$ cat src/rtl/ps2_receiver.sv
// Receive-only PS/2 port: synchronises and glitch-filters the pins, decodes
// 11-bit frames and buffers good bytes in a show-ahead FIFO with sticky errors.
module ps2_receiver #(
  parameter int          FIFO_DEPTH = 8,
  parameter logic [15:0] TIMEOUT    = 16'd40000
) (
  input  logic       clock,
  input  logic       reset,
  input  logic       ps2_clock_in,
  input  logic       ps2_data_in,
  input  logic       read_strobe,
  input  logic       flush,
  input  logic       status_clear,
  output logic [7:0] rx_data,
  output logic       rx_valid,
  output logic       parity_error,
  output logic       framing_error,
  output logic       overflow,
  output logic       irq
);

  localparam int              AW         = $clog2(FIFO_DEPTH);
  localparam logic [AW:0]     LP_FULL    = (AW+1)'(FIFO_DEPTH);
  localparam logic [AW:0]     LP_CNT_ONE = (AW+1)'(1);
  localparam logic [AW-1:0]   LP_PTR_ONE = AW'(1);

  localparam logic [1:0] S_IDLE   = 2'd0;
  localparam logic [1:0] S_DATA   = 2'd1;
  localparam logic [1:0] S_PARITY = 2'd2;
  localparam logic [1:0] S_STOP   = 2'd3;

  logic r_clk_s1, r_clk_s2, r_dat_s1, r_dat_s2;

  // NOTE: sequential state uses non-blocking assignments so every flop samples pre-edge values.
  always_ff @(posedge clock or posedge reset) begin
    if (reset) begin
      r_clk_s1 <= 1'b1;
      r_clk_s2 <= 1'b1;
      r_dat_s1 <= 1'b1;
      r_dat_s2 <= 1'b1;
    end else begin
      r_clk_s1 <= ps2_clock_in;
      r_clk_s2 <= r_clk_s1;
      r_dat_s1 <= ps2_data_in;
      r_dat_s2 <= r_dat_s1;
    end
  end

  // Filtered clock flips on the 4th consecutive sample that disagrees with it.
  logic [1:0] r_filt_cnt;
  logic       r_filt_clk;
  logic       w_filt_flip, w_sample;

  assign w_filt_flip = (r_clk_s2 != r_filt_clk) && (r_filt_cnt == 2'd3);
  assign w_sample    = w_filt_flip && r_filt_clk;

  always_ff @(posedge clock or posedge reset) begin
    if (reset) begin
      r_filt_cnt <= 2'd0;
      r_filt_clk <= 1'b1;
    end else if (r_clk_s2 == r_filt_clk) begin
      r_filt_cnt <= 2'd0;
    end else if (w_filt_flip) begin
      r_filt_cnt <= 2'd0;
      r_filt_clk <= r_clk_s2;
    end else begin
      r_filt_cnt <= r_filt_cnt + 2'd1;
    end
  end

  logic [1:0]  r_state;
  logic [2:0]  r_bit_cnt;
  logic [7:0]  r_shift;
  logic        r_parity;
  logic [15:0] r_to_cnt;
  logic        w_timeout, w_stop_evt, w_par_ok, w_push, w_set_perr, w_set_ferr;

  assign w_timeout  = (r_state != S_IDLE) && (r_to_cnt == TIMEOUT) && !w_sample;
  assign w_stop_evt = w_sample && (r_state == S_STOP);
  assign w_par_ok   = ^{r_shift, r_parity};
  assign w_push     = w_stop_evt && w_par_ok && r_dat_s2;
  assign w_set_perr = w_stop_evt && !w_par_ok;
  assign w_set_ferr = w_timeout || (w_stop_evt && w_par_ok && !r_dat_s2);

  always_ff @(posedge clock or posedge reset) begin
    if (reset) begin
      r_state   <= S_IDLE;
      r_bit_cnt <= 3'd0;
      r_shift   <= 8'h00;
      r_parity  <= 1'b0;
      r_to_cnt  <= 16'd0;
    end else begin
      if (r_state == S_IDLE || w_sample || w_timeout) r_to_cnt <= 16'd0;
      else                                            r_to_cnt <= r_to_cnt + 16'd1;

      if (w_timeout) begin
        r_state <= S_IDLE;
      end else if (w_sample) begin
        case (r_state)
          S_IDLE: begin
            if (!r_dat_s2) begin
              r_state   <= S_DATA;
              r_bit_cnt <= 3'd0;
            end
          end
          S_DATA: begin
            r_shift[r_bit_cnt] <= r_dat_s2;
            r_bit_cnt          <= r_bit_cnt + 3'd1;
            if (r_bit_cnt == 3'd7) r_state <= S_PARITY;
          end
          S_PARITY: begin
            r_parity <= r_dat_s2;
            r_state  <= S_STOP;
          end
          default: r_state <= S_IDLE;
        endcase
      end
    end
  end

  logic [7:0]    r_mem [FIFO_DEPTH];
  logic [AW-1:0] r_wr_ptr, r_rd_ptr;
  logic [AW:0]   r_count;
  logic          w_pop, w_full, w_wr, w_set_ovf;

  assign w_pop     = read_strobe && (r_count != '0);
  assign w_full    = (r_count == LP_FULL);
  assign w_wr      = w_push && (!w_full || w_pop) && !flush;
  assign w_set_ovf = w_push && w_full && !w_pop && !flush;

  // NOTE: the storage array has no reset; an entry is only visible once counted.
  always_ff @(posedge clock) begin
    if (w_wr) r_mem[r_wr_ptr] <= r_shift;
  end

  always_ff @(posedge clock or posedge reset) begin
    if (reset) begin
      r_wr_ptr <= '0;
      r_rd_ptr <= '0;
      r_count  <= '0;
    end else if (flush) begin
      r_wr_ptr <= '0;
      r_rd_ptr <= '0;
      r_count  <= '0;
    end else begin
      if (w_wr)  r_wr_ptr <= r_wr_ptr + LP_PTR_ONE;
      if (w_pop) r_rd_ptr <= r_rd_ptr + LP_PTR_ONE;
      case ({w_wr, w_pop})
        2'b10:   r_count <= r_count + LP_CNT_ONE;
        2'b01:   r_count <= r_count - LP_CNT_ONE;
        default: r_count <= r_count;
      endcase
    end
  end

  // A flag raised in the same cycle as status_clear stays set.
  always_ff @(posedge clock or posedge reset) begin
    if (reset) begin
      parity_error  <= 1'b0;
      framing_error <= 1'b0;
      overflow      <= 1'b0;
    end else begin
      parity_error  <= w_set_perr | (parity_error  & ~status_clear);
      framing_error <= w_set_ferr | (framing_error & ~status_clear);
      overflow      <= w_set_ovf  | (overflow      & ~status_clear);
    end
  end

  assign rx_valid = (r_count != '0);
  assign rx_data  = rx_valid ? r_mem[r_rd_ptr] : 8'h00;
  assign irq      = rx_valid;

endmodule

$ cat config.mk
export PLATFORM = sky130hd
export DESIGN_NAME = ps2_receiver
export DESIGN_NICKNAME = d
export VERILOG_FILES = /design/src/rtl/ps2_receiver.sv
export SDC_FILE = /design/constraint.sdc
export NUM_CORES = 1
export LEC_CHECK = 0
export CORE_MARGIN = 2
export CORE_UTILIZATION = 25
export CTS_CLUSTER_SIZE = 25
export DETAILED_ROUTE_END_ITERATION = 7
export GPL_TIMING_DRIVEN = 0
export MAX_ROUTING_LAYER = met4
export PLACE_DENSITY = 0.46
export SLEW_MARGIN = 25
export SYNTH_ARGS = -nofsm -noshare
export SYNTH_HDL_FRONTEND = slang
export SYNTH_SLANG_ARGS = --single-unit
$ cat constraint.sdc
create_clock -name clock -period 2.7 [get_ports clock]
set_input_delay 0.27 -clock clock [delete_from_list [all_inputs] [get_ports clock]]
set_output_delay 0.27 -clock clock [all_outputs]
set_load 0.1 [all_outputs]
# After elaboration in Yosys (flattened, before gate mapping)
# Memory sizes are Yosys's and may differ from the RTL's.
# Index checks and enable logic that the tools add are counted.
totals:
  register_bits: 50
  in_bits: 7
  mem_bits_rw: 64
  out_inout_bits: 13
  mem_count: 1
  elab_cells: 112
mem_list:
  columns: ["name", "depth", "word_bits", "read_ports", "rd_clocked_by_memory_dff", "write_ports", "line", "rtl"]
  rows:
  - ["r_mem", 8, 8, 1, 0, 1, "121", "logic [7:0] r_mem [FIFO_DEPTH];"]
op_classes:
  eq_ne: 14
  n_lt_le_gt_ge: 2
  n_addsub: 7
  mux: 22
  bitwise: 9
  reduce_logical: 40
ops:
  columns: ["cell", "count"]
  rows:
  - ["$add 16x1->16 const B", 1]
  - ["$eq 16x16->1 const B", 1]
  - ["$logic_and 1x1->1", 16]
  - ["$mux 16", 1]
  - ["$mux 3", 5]
  - ["$mux 2", 6]
  - ["$reduce_bool 2->1", 5]
  - ["$add 3x1->3 const B", 3]
  - ["$reduce_and 3->1", 3]
  - ["$reduce_xor 9->1", 1]
  - ["$bwmux 8", 1]
  - ["$eq 2x2->1 const B", 4]
  - ["$mux 8", 1]
  - ["$pmux 4 s2", 1]
  - ["$logic_not 1->1", 6]
  - ["$ne 3x3->1 const B", 2]
  - ["$pmux 2 s3", 1]
  - ["$pmux 3 s2", 1]
  - ["$add 4x1->4 const B", 1]
  - ["$eq 2x1->1 const B", 2]
  - ["$eq 4x4->1 const B", 1]
  - ["$logic_or 1x1->1", 4]
  - ["$lt 3x4->1 const B", 1]
  - ["$mux 4", 1]
  - ["other kinds (17)", 25]

# Depth between registers and ports, before layout
# Gate-level depths: netlist of the first run.
depth:
  depth_word: 11
  ltp_mapped: 13
  mapped_depth_nobuf: 11

# Worst setup path after synthesis of the first run
# OpenSTA, ideal clock, no wires.
synth_timing:
  path_kind: "flip-flop to output port"
  from: "register r_rd_ptr[0]"
  to: "output port rx_data[6]"
  path_buffers: 2
  t_required_ns: 2.430
  path_slack_ns: -0.266
  path_stages_with_launch: 6
  t_arrival_ns: 2.696
  path_cell_list: "dfrtp_1 > clkbuf_1 > buf_2 > mux4_2 > mux2i_1 > nor2_1"
synth_via:
  elab_chain_cells: 2
synth_rtl:
  columns: ["item", "line", "rtl"]
  rows:
  - ["from (decl)", "122", "logic [AW-1:0] r_wr_ptr, r_rd_ptr;"]
  - ["from (signal assigned)", "147", "if (w_pop) r_rd_ptr <= r_rd_ptr + LP_PTR_ONE;"]
  - ["$mem_v2 8x8", null, null]
  - ["$mux 8", "170", "assign rx_data = rx_valid ? r_mem[r_rd_ptr] : 8'h00;"]
  - ["to (decl)", "14", "output logic [7:0] rx_data,"]
# Every way passes these cells.

# Worst setup path in the final report of the first run
layout_timing:
  from: "register r_count[2]"
  to: "register r_count[3]"
layout_via:
  elab_chain_cells: 8
  word_cells_on_any_way: 14
  cone_classes: "add/sub (2); eq/ne (3); mux (2); reduce/logical (7)"
layout_rtl:
  columns: ["item", "line", "rtl"]
  rows:
  - ["from (decl)", "123", "logic [AW:0] r_count;"]
  - ["from (signal assigned)", "149", "2'b10: r_count <= r_count + LP_CNT_ONE;"]
  - ["from (signal assigned)", "150", "2'b01: r_count <= r_count - LP_CNT_ONE;"]
  - ["from (signal assigned)", "151", "default: r_count <= r_count;"]
  - ["$eq 4x4->1 or $reduce_bool 4->1 (tied branches)", "127, 126", null]
  - ["$logic_not 1->1 or $logic_and 1x1->1 (tied branches)", "128, 126", null]
  - ["$logic_or 1x1->1", "128", "assign w_wr = w_push && (!w_full || w_pop) && !flush;"]
  - ["$logic_and 1x1->1 (2 in series)", "128", null]
  - ["$eq 2x1->1 or $eq 2x2->1 (tied branches)", "148", "case ({w_wr, w_pop})"]
  - ["$pmux 4 s2", "148", null]
  - ["$mux 4", "141", "end else if (flush) begin"]
# Several ways; a longest one is shown, not always the timed one.
# A chain may end at the register's enable or synchronous reset.

==> out/qor.yml, run 1 <==
status: "complete, no violations"
cp.arrival_ns: 2.99
critPathMaxFanout: 9
syn-num-nets: 402
syn_avg_cell_area_um2: 13.6
cts_buffer_depth: 2
clock_latency_ns: 0.41
synthArstFlopShare_pct: 43.9
cts_sinks: 114
startpoint_type: "register"
slew_headroom_pct: 35.4
pwr-share-comb_pct: 31.6
fp-row-count: 52
slew_viol_final: 0
finalCriticalPeriod_ns: 2.66
hold_buffers: 0
die_width_um: 148
hold_start: "ps2_data_in"
io_buffer_count: 19
fmax_mhz: 376
vias_per_cell: 4.42
finalSetupViolCount: 0
rsz0062_at_grt: "yes"
register_area_mm2: 0.00319
finalHoldViolations: 0
synth.distinct_cells: 54
worstSetupPathType: "register to register"
grt-ovfl-total: 0
clockPowerShare_pct: 37.1
p_sw_share_pct: 36.1
fin_util_pct: 33.1
coreArea_mm2: 0.0203
endpoint_kind: "register"
grt_pass1_vias: 3369
gp_congestion: 0.790
drive_gt1_share_pct: 28.6
final_antenna_net_count: 0
antenna_found_initial: 0
die_h_um: 148
cts_made_buffers: 17
synth_area_mm2: 0.00518
setup_ws_ns: 0.0426
synth_seq_cells: 114
synth-edff-count: 64
final_cell_mix: "edfxtp_1 (64), nor2_1 (35), dfrtp_1 (35)"
holdPathEnd: "r_dat_s1"
leakage_nw: 2.44
gr-usage-met3_pct: 3.43
p_int_mw: 4.09
pin_count: 20
path_clk_slew_ns: 0.05
required_ns: 3.03
cts-root-buf: "clkbuf_16"
timing.rr.end: "r_count[3]"
yosys_warnings: 0
grt_usage_pct: 11.3
syn2layout_area_growth_pct: 29.6
tightest_slew_ns: 0.966
grt_pass1_wl_um: 18300
initial_core_util_pct: 25.5
cts_tree: "yes"
grt_use_met1_pct: 13.4
synth_ff_type: "edfxtp_1"
grt_max_degree: 51
dp_hpwl_um: 7000
detailroute.via_count: 3201
holdPathStages: 1
maxCapViolCount: 0
ir_drop_v: 0.000457
layout_commonest_cell: "edfxtp_1"
design.die.area_mm2: 0.0219
worst_r2r_path_depth: 9
fin_crit_sh_pct: 98.4
finClkSkew_ns: 0.00997
multiInputGateArea_mm2: 0.00199
postSynthCellCount: 382
wl_per_cell_um: 15.2
r2r_slack_ns: 0.04
r2r-start: "r_count[2]"
nets: 461
wirelength_um: 11000
placed_cells: 672
dp_slack_ns: -0.801
drt_first_pass_iters: 4
drt_iter0_drc: 182
timing.hold.worst.class: "input port to register"
fillers: 2038
grt.busiest_layer: "met2"
p_seq_share_pct: 31.4
powerDensity_mw_per_mm2: 953
instances_no_fill: 724
switching_power_mw: 2.31
diodes: 0
grt_util_met2_pct: 18.3
drcViolationCount: 0
seq_area_frac_synth_pct: 61.4
h-tree-depth: 4
==> cells by family (layout without fill, tap and decap cells) <==
kind of cell	Yosys count	count (layout)	synth area share (%)
adder cells (fa/ha/maj)	14	14	3.36
multiplexers	34	34	10.7
XOR/XNOR	27	27	5.12
buffers and inverters	30	102	2.68
flip-flops	114	114	61.4
AO/OA/AOI/OAI	35	35	4.47
AND/OR/NAND/NOR	128	128	12.3
==> how the worst max path moves through the flow <==
stage / start / to
floorplan: r_rd_ptr[0] / rx_data[6]
global placement: read_strobe / r_mem[4][5]
detailed placement: r_rd_ptr[0] / rx_data[7]
CTS: r_shift[1] / r_count[3]
global route: r_count[2] / r_count[3]
finish: r_count[2] / r_count[3]
==> cells in the mapped netlist, types with 2 or more instances <==
cell type | number | area share [%]
and2_1 | 2 | 0.24
a31oi_1 | 2 | 0.24
or3_1 | 4 | 0.48
a21oi_1 | 7 | 0.68
nor4b_1 | 3 | 0.51
dfrtp_1 | 45 | 22
clkbuf_1 | 8 | 0.58
buf_2 | 2 | 0.19
buf_1 | 2 | 0.15
ha_1 | 13 | 3.1
o31ai_1 | 2 | 0.29
buf_6 | 2 | 0.43
dfstp_2 | 5 | 2.5
inv_1 | 12 | 0.87
nor3_1 | 11 | 1.1
buf_4 | 2 | 0.29
nor2b_1 | 2 | 0.24
mux4_2 | 16 | 7.0
a22o_1 | 2 | 0.34
edfxtp_1 | 64 | 37
xor2_1 | 13 | 2.2
nand4_1 | 8 | 0.97
mux2i_1 | 12 | 2.3
nor3b_1 | 2 | 0.29
mux2_2 | 5 | 1.1
xnor2_1 | 12 | 2.0
o21ai_0 | 12 | 1.2
and3_1 | 6 | 0.72
o22ai_1 | 2 | 0.24
nand2b_1 | 5 | 0.60
nand3_1 | 11 | 1.1
nand3b_1 | 3 | 0.43
nand2_1 | 24 | 1.7
nor2_1 | 41 | 3.0
==> through the flow <==
| stage | power, mW | setup TNS [ns] | hold slack [ns] | cell area (um^2) |
|---|---|---|---|---|
| floorplan | 3.61 | -2.10 | 0.274 | 5220 |
| global placement | 4.04 | -33.38 | 0.349 | 5750 |
| detailed placement | 4.07 | -29.32 | 0.351 | 5770 |
| CTS | 6.44 | 0 | 0.244 | 6660 |
| global route | 6.70 | -0.285 | 0.251 | 6710 |
| finish | 6.39 | 0 | 0.266 | 6710 |
==> critical path: stages (launching register included) <==
cell      delay [ns]
dfrtp_2         0.44
or3_4           0.42
o2111a_1        0.26
mux2_4          0.33
a21oi_4         0.18
ha_4            0.22
a31o_4          0.22
and3_1          0.14
a2111o_1        0.28
nand4_1         0.09
==> final cells by class <==
cell class / instances / share of cell area (%)
timing repair buffer: 42 / 6.15
inverter: 13 / 0.802
tap: 270 / 5.03
buffer: 15 / 1.38
sequential: 114 / 47.6
multi-input combinational: 238 / 29.7
clock inverter: 12 / 2.70
clock buffer: 20 / 6.66
==> registers in the layout, summed over array words and instances (netlist names), 2 cells and up <==
signal / cells
r_shift: 8
r_wr_ptr: 3
r_state: 2
r_to_cnt: 16
r_mem: 64
r_rd_ptr: 3
r_filt_cnt: 2
r_count: 4
r_bit_cnt: 3
==> metal layers <==
metal | vias to the layer above | wire length [um]
met2 | 49 | 5530
met3 | 8 | 419
met1 | 1622 | 4990
met5 | - | 0
li1 | 1522 | -
met4 | 0 | 93
==> power by group through the flow <==
stage	Clock [mW]	Sequential, mW	Combinational, mW
after CTS	2.43	2.01	2.00
after global routing	2.52	2.02	2.16
after global placement	0	2.03	2.01
after floorplan	0	2.01	1.60
final	2.37	2.01	2.02
after detailed placement	0	2.04	2.03
==> repair_timing <==
| item | CTS | global route |
|---|---|---|
| pin swaps | 13 | 2 |
| buffers inserted | 18 | 4 |
| setup endpoints to repair | 77 | 53 |
| resized for setup | 75 | 5 |
Power figures use the tool's default switching activity.
==> run 2, diff against run 1 <==
Settings changed: SKIP_CTS_REPAIR_TIMING from default to 1.
==> out/qor.yml, run 2 (synthesized netlist as in run 1, its figures left out) <==
io_buffer_count: 19  # unchanged
layout_commonest_cell: "edfxtp_1"
grt_max_degree: 51  # unchanged
worstSetupPathType: "register to register"
slew_viol_final: 0  # unchanged
finClkSkew_ns: 0.0104  # +0.000410 ns
maxCapViolCount: 0  # unchanged
grt_pass1_wl_um: 17600  # -3.7%
p_seq_share_pct: 31.2  # -0.2 points
grt_pass1_vias: 3279  # -2.7%
required_ns: 3.04  # about the same
fin_crit_sh_pct: 98.3  # -0.11 points
grt-ovfl-total: 0  # unchanged
max_stage_delay_ns: 0.49  # +0.05 ns
cts_sinks: 114  # unchanged
pin_count: 20  # unchanged
timing.hold.worst.class: "input port to register"
antenna_found_initial: 0  # unchanged
diodes: 0  # unchanged
slowest_stage: "xnor3_2"
vias_per_cell: 4.41  # -0.33%
endpoint_kind: "register"
wl_met3_um: 393  # -6.2%
critPathMaxFanout: 5  # -4
finalCriticalPeriod_ns: 2.65  # -0.00291 ns
wirelength_um: 10900  # -1.1%
leakage_nw: 2.47  # +0.88%
fin_util_pct: 33.2  # +0.093 points
fp-row-count: 52  # unchanged
grt_usage_pct: 10.8  # -0.45 points
cp.arrival_ns: 2.99  # about the same
nets: 462  # +0.22%
crit_buf_inv: 0  # unchanged
dp_slack_ns: -0.801  # unchanged
p_int_mw: 4.12  # +0.77%
clock_latency_ns: 0.42  # about the same
die_width_um: 148  # unchanged
rsz0062_at_grt: "yes"
path_clk_slew_ns: 0.05  # about the same
wl_per_cell_um: 15.0  # -1.3%
status: "complete, no violations"
die_h_um: 148  # unchanged
initial_core_util_pct: 25.5  # unchanged
cts_buffer_depth: 2  # unchanged
drt_first_pass_iters: 4  # unchanged
met1_length_um: 4980  # -0.18%
startpoint_type: "register"
switching_power_mw: 2.32  # +0.42%
drive_gt1_share_pct: 28.8  # +0.16 points
finalHoldViolations: 0  # unchanged
h-tree-depth: 4  # unchanged
p_sw_share_pct: 36.0  # -0.078 points
coreArea_mm2: 0.0203  # unchanged
final_cell_mix: "edfxtp_1 (64), nor2_1 (35), dfrtp_1 (35)"
final_antenna_net_count: 0  # unchanged
slew_headroom_pct: 35.4  # about the same
top_register: "r_mem"
largestRegisters: "r_mem: 64 flops, r_to_cnt: 16 flops, r_shift: 8 flops"
gp_congestion: 0.790  # unchanged
crit_path_cell_trace: "xor2_1 > xnor3_2 > mux2_4 > a21oi_4 > ha_4 > a31o_4 > and3_4 > a2111o_1 > nand4_1"
path_delay_family: "compound AO/OA/AOI/OAI gates"
cts-root-buf: "clkbuf_16"
dp_hpwl_um: 7000  # unchanged
drcViolationCount: 0  # unchanged
finalSetupViolCount: 0  # unchanged
setup_ws_ns: 0.0456  # +0.00291 ns
met2WireLength_um: 5400  # -2.4%
drt_iter0_drc: 147  # -19%
pwr-share-comb_pct: 31.9  # +0.3 points
cts_made_buffers: 17  # unchanged
ir_drop_v: 0.000462  # +1.2%
syn2layout_area_growth_pct: 30.0
clockPowerShare_pct: 36.9  # -0.2 points
design.die.area_mm2: 0.0219  # unchanged
fmax_mhz: 377  # +0.11%
detailroute.via_count: 3195  # -0.19%
largest_reg_flops: 64  # unchanged
cts_tree: "yes"
powerDensity_mw_per_mm2: 956  # +0.36%
tightest_slew_ns: 0.966  # +0.00000262 ns
highest_layer: "met4"
==> run 2: cell types whose count changed in the layout (fill, tap and decap cells not counted), sizes merged <==
cell           change
dlymetal6s2s       +2
clkbuf             +3
dlygate4sd2        -1
buf                -2
clkdlybuf4s15      -1
==> run 2: worst reg2reg max path, cell delays in order, from the launching register on <==
cell	delay, ns
dfrtp_2	0.41
xor2_1	0.18
xnor3_2	0.49
mux2_4	0.37
a21oi_4	0.19
ha_4	0.22
a31o_4	0.22
and3_4	0.14
a2111o_1	0.27
nand4_1	0.09
==> run 2: power by group through the flow <==
stage          sequential (mW)  clock [mW]  combinational (mW)
2_1_floorplan             2.01           0                1.60
3_3_place_gp              2.03           0                2.01
3_5_place_dp              2.04           0                2.03
4_1_cts                   2.01        2.43                2.04
5_1_grt                   2.02        2.52                2.19
6_report                  2.01        2.37                2.05
==> run 2: layer usage <==
| metal | GRT usage (%) | vias up |
|---|---|---|
| li1 | - | 1527 |
| met1 | 12.9 | 1598 |
| met2 | 17.4 | 58 |
| met3 | 3.46 | 12 |
| met4 | 3.57 | 0 |
| met5 | - | - |
==> run 2: cell type report <==
cell class | count | area (um^2)
well taps | 270 | 338
repair buffers | 43 | 433
fillers | 2028 | 13600
clock buffers | 20 | 447
flip-flops and latches | 114 | 3190
inverters | 13 | 53.8
plain buffers | 15 | 86.3
multi-input cells | 238 | 2000
clock inverters | 12 | 181
==> run 2: final timing paths <==
kind	end	cells after the start	slack [ns]	from
worst min register to register	r_clk_s2	0	0.36	r_clk_s1
worst min-delay path	r_dat_s1	1	0.27	ps2_data_in
max in group asynchronous	r_shift[2]	2	1.92	reset
worst max-delay path	r_count[3]	9	0.05	r_shift[1]
min in group asynchronous	r_to_cnt[1]	2	0.31	reset
worst max register to register	r_count[3]	9	0.05	r_shift[1]
==> run 2: stage by stage <==
| step | power [mW] | instance area (um^2) | std cells | hold WS (ns) | setup TNS [ns] |
|---|---|---|---|---|---|
| global placement | 4.04 | 5750 | 671 | 0.349 | -33.38 |
| floorplan | 3.61 | 5220 | 382 | 0.274 | -2.10 |
| CTS | 6.48 | 6390 | 704 | 0.244 | -33.91 |
| finish | 6.43 | 6730 | 725 | 0.265 | 0 |
| global route | 6.73 | 6730 | 725 | 0.252 | -0.0697 |
| detailed placement | 4.07 | 5770 | 672 | 0.351 | -29.32 |
==> run 3, diff against run 2 <==
Settings changed: TNS_END_PERCENT from default to 1.
==> out/qor.yml, run 3 (synthesized netlist as in run 1, its figures left out) <==
setup_ws_ns: -0.239  # -0.285 ns
leakage_nw: 2.31  # -6.2%
cts_buffer_depth: 2  # unchanged
vias_per_cell: 4.39  # -0.31%
initial_core_util_pct: 25.5  # unchanged
cts_tree: "yes"
antenna_found_initial: 0  # unchanged
design.die.area_mm2: 0.0219  # unchanged
design_area_mm2: 0.00637  # -5.3%
crit_path_cell_trace: "xnor2_1 > xnor3_2 > mux2_4 > buf_6 > a21oi_4 > ha_4 > a31o_2 > and3_1 > a2111o_1 > nand4_1"
drcViolationCount: 0  # unchanged
required_ns: 3.04  # about the same
syn2layout_area_growth_pct: 23.0
top_register: "r_mem"
largest_reg_flops: 64  # unchanged
layout_commonest_cell: "edfxtp_1"
holdPathStages: 1  # unchanged
cts_made_buffers: 17  # unchanged
drt_iter0_drc: 186  # +27%
gp_congestion: 0.761  # -3.6%
h-tree-depth: 4  # unchanged
detailroute.via_count: 3106  # -2.8%
timing.hold.worst.class: "input port to register"
fin_crit_sh_pct: 109  # +11 points
nets: 444  # -3.9%
wl_per_cell_um: 15.1  # +0.19%
cp.arrival_ns: 3.28  # +0.29 ns
fmax_mhz: 340  # -9.7%
critPathMaxFanout: 10  # +5
fillers: 2040  # +0.59%
slew_viol_final: 0  # unchanged
tightest_slew_ns: 0.976  # +0.0100 ns
die_h_um: 148  # unchanged
maxCapViolCount: 0  # unchanged
hold_start: "ps2_clock_in"
total_power_mw: 6.16  # -4.3%
wirelength_um: 10700  # -2.3%
diodes: 0  # unchanged
grt_max_degree: 51  # unchanged
startpoint_type: "register"
path_clk_slew_ns: 0.06  # about the same
drt_first_pass_iters: 4  # unchanged
slew_headroom_pct: 34.7  # -0.67 points
grt_pass1_wl_um: 17100  # -2.5%
max_stage_delay_ns: 0.50  # about the same
finalSetupViolCount: 65  # +65
final_cell_mix: "edfxtp_1 (64), nor2_1 (39), dfrtp_1 (37)"
fp-row-count: 52  # unchanged
finalCriticalPeriod_ns: 2.94  # +0.285 ns
holdPathEnd: "r_clk_s1"
cts_sinks: 114  # unchanged
r2r-start: "r_shift[4]"
placed_cell_area_mm2: 0.00572  # -0.80%
cts-root-buf: "clkbuf_16"
status: "complete, but fails checks"
die_width_um: 148  # unchanged
ir_drop_v: 0.000490  # +6.0%
grt_usage_pct: 10.6  # -0.18 points
finalHoldViolations: 0  # unchanged
final_antenna_net_count: 0  # unchanged
finClkSkew_ns: 0.0121  # +0.00173 ns
worst_r2r_path_depth: 10  # +1
slowest_stage: "xnor3_2"
io_buffer_count: 19  # unchanged
timing.rr.end: "r_count[3]"
setup_tns_ns: -9.20  # -9.20 ns
rsz0062_at_grt: "yes"
largestRegisters: "r_mem: 64 flops, r_to_cnt: 16 flops, r_shift: 8 flops"
dp_hpwl_um: 6990  # -0.26%
r2r_slack_ns: -0.24  # -0.28 ns
worstSetupPathType: "register to register"
endpoint_kind: "register"
pin_count: 20  # unchanged
clock_latency_ns: 0.41  # about the same
drive_gt1_share_pct: 23.3  # -5.5 points
grt_pass1_vias: 3229  # -1.5%
coreArea_mm2: 0.0203  # unchanged
grt-ovfl-total: 0  # unchanged
violations: "setup timing"
powerDensity_mw_per_mm2: 966  # +1.1%
[run 3: changes by cell type in the layout (fill, tap and decap cells not counted), sizes merged]
cell | previous run | this run
bufinv | 4 | 2
clkinvlp | 1 | 4
clkbuf | 33 | 35
inv | 14 | 13
buf | 34 | 17
clkinv | 6 | 3
[run 3: metrics by stage]
| stage | hold WS [ns] | cells | utilization, % | setup slack [ns] |
|---|---|---|---|---|
| after floorplan | 0.274 | 382 | - | -0.266 |
| after CTS | 0.248 | 703 | 31.0 | -1.25 |
| after global routing | 0.261 | 707 | 31.4 | -0.372 |
| after global placement | 0.350 | 671 | 28.1 | -0.799 |
| final | 0.268 | 707 | 31.4 | -0.239 |
| after detailed placement | 0.351 | 671 | 28.2 | -0.808 |
[run 3: report_power, final]
group | internal (mW) | total [mW] | switching, mW
sequential | 1.92 | 2.00 | 0.0843
clock | 1.40 | 2.20 | 0.794
combinational | 0.558 | 1.96 | 1.40
[run 3: cell type report]
| cell class | count | area [um^2] | area share [%] |
|---|---|---|---|
| sequential | 114 | 3190 | 50.0 |
| timing repair buffer | 23 | 190 | 2.98 |
| buffer | 17 | 103 | 1.61 |
| multi-input combinational | 238 | 1930 | 30.2 |
| tap | 270 | 338 | 5.30 |
| clock inverter | 9 | 108 | 1.69 |
| clock buffer | 23 | 468 | 7.34 |
| inverter | 13 | 51.3 | 0.805 |
[run 3: worst max path at each step]
stage / from / endpoint / cells after the start
3_3_place_gp: r_rd_ptr[0] / rx_data[3] / 6
3_5_place_dp: r_rd_ptr[0] / rx_data[3] / 6
6_report: r_shift[4] / r_count[3] / 10
2_1_floorplan: r_rd_ptr[0] / rx_data[6] / 5
4_1_cts: r_rd_ptr[0] / rx_data[3] / 6
5_1_grt: r_shift[7] / r_mem[1][4] / 5
[run 3: critical path, delay by kind of cell (launching register included)]
kind	cells	cell delay, ns
flip-flops	1	0.43
XOR/XNOR	2	0.67
adder cells (fa/ha/maj)	1	0.23
multiplexers	1	0.36
AO/OA/AOI/OAI	3	0.77
AND/OR/NAND/NOR	2	0.25
buffers and inverters	1	0.16
[run 3: per-layer routing]
layer  vias to the layer above  GRT usage [%]  part of all wire, %
li1                       1494              -                    -
met1                      1552           12.9                   47
met2                        50           17.1                   49
met3                        10           3.36                  3.4
met4                         0           3.10                 0.98
met5                         -              -                    0
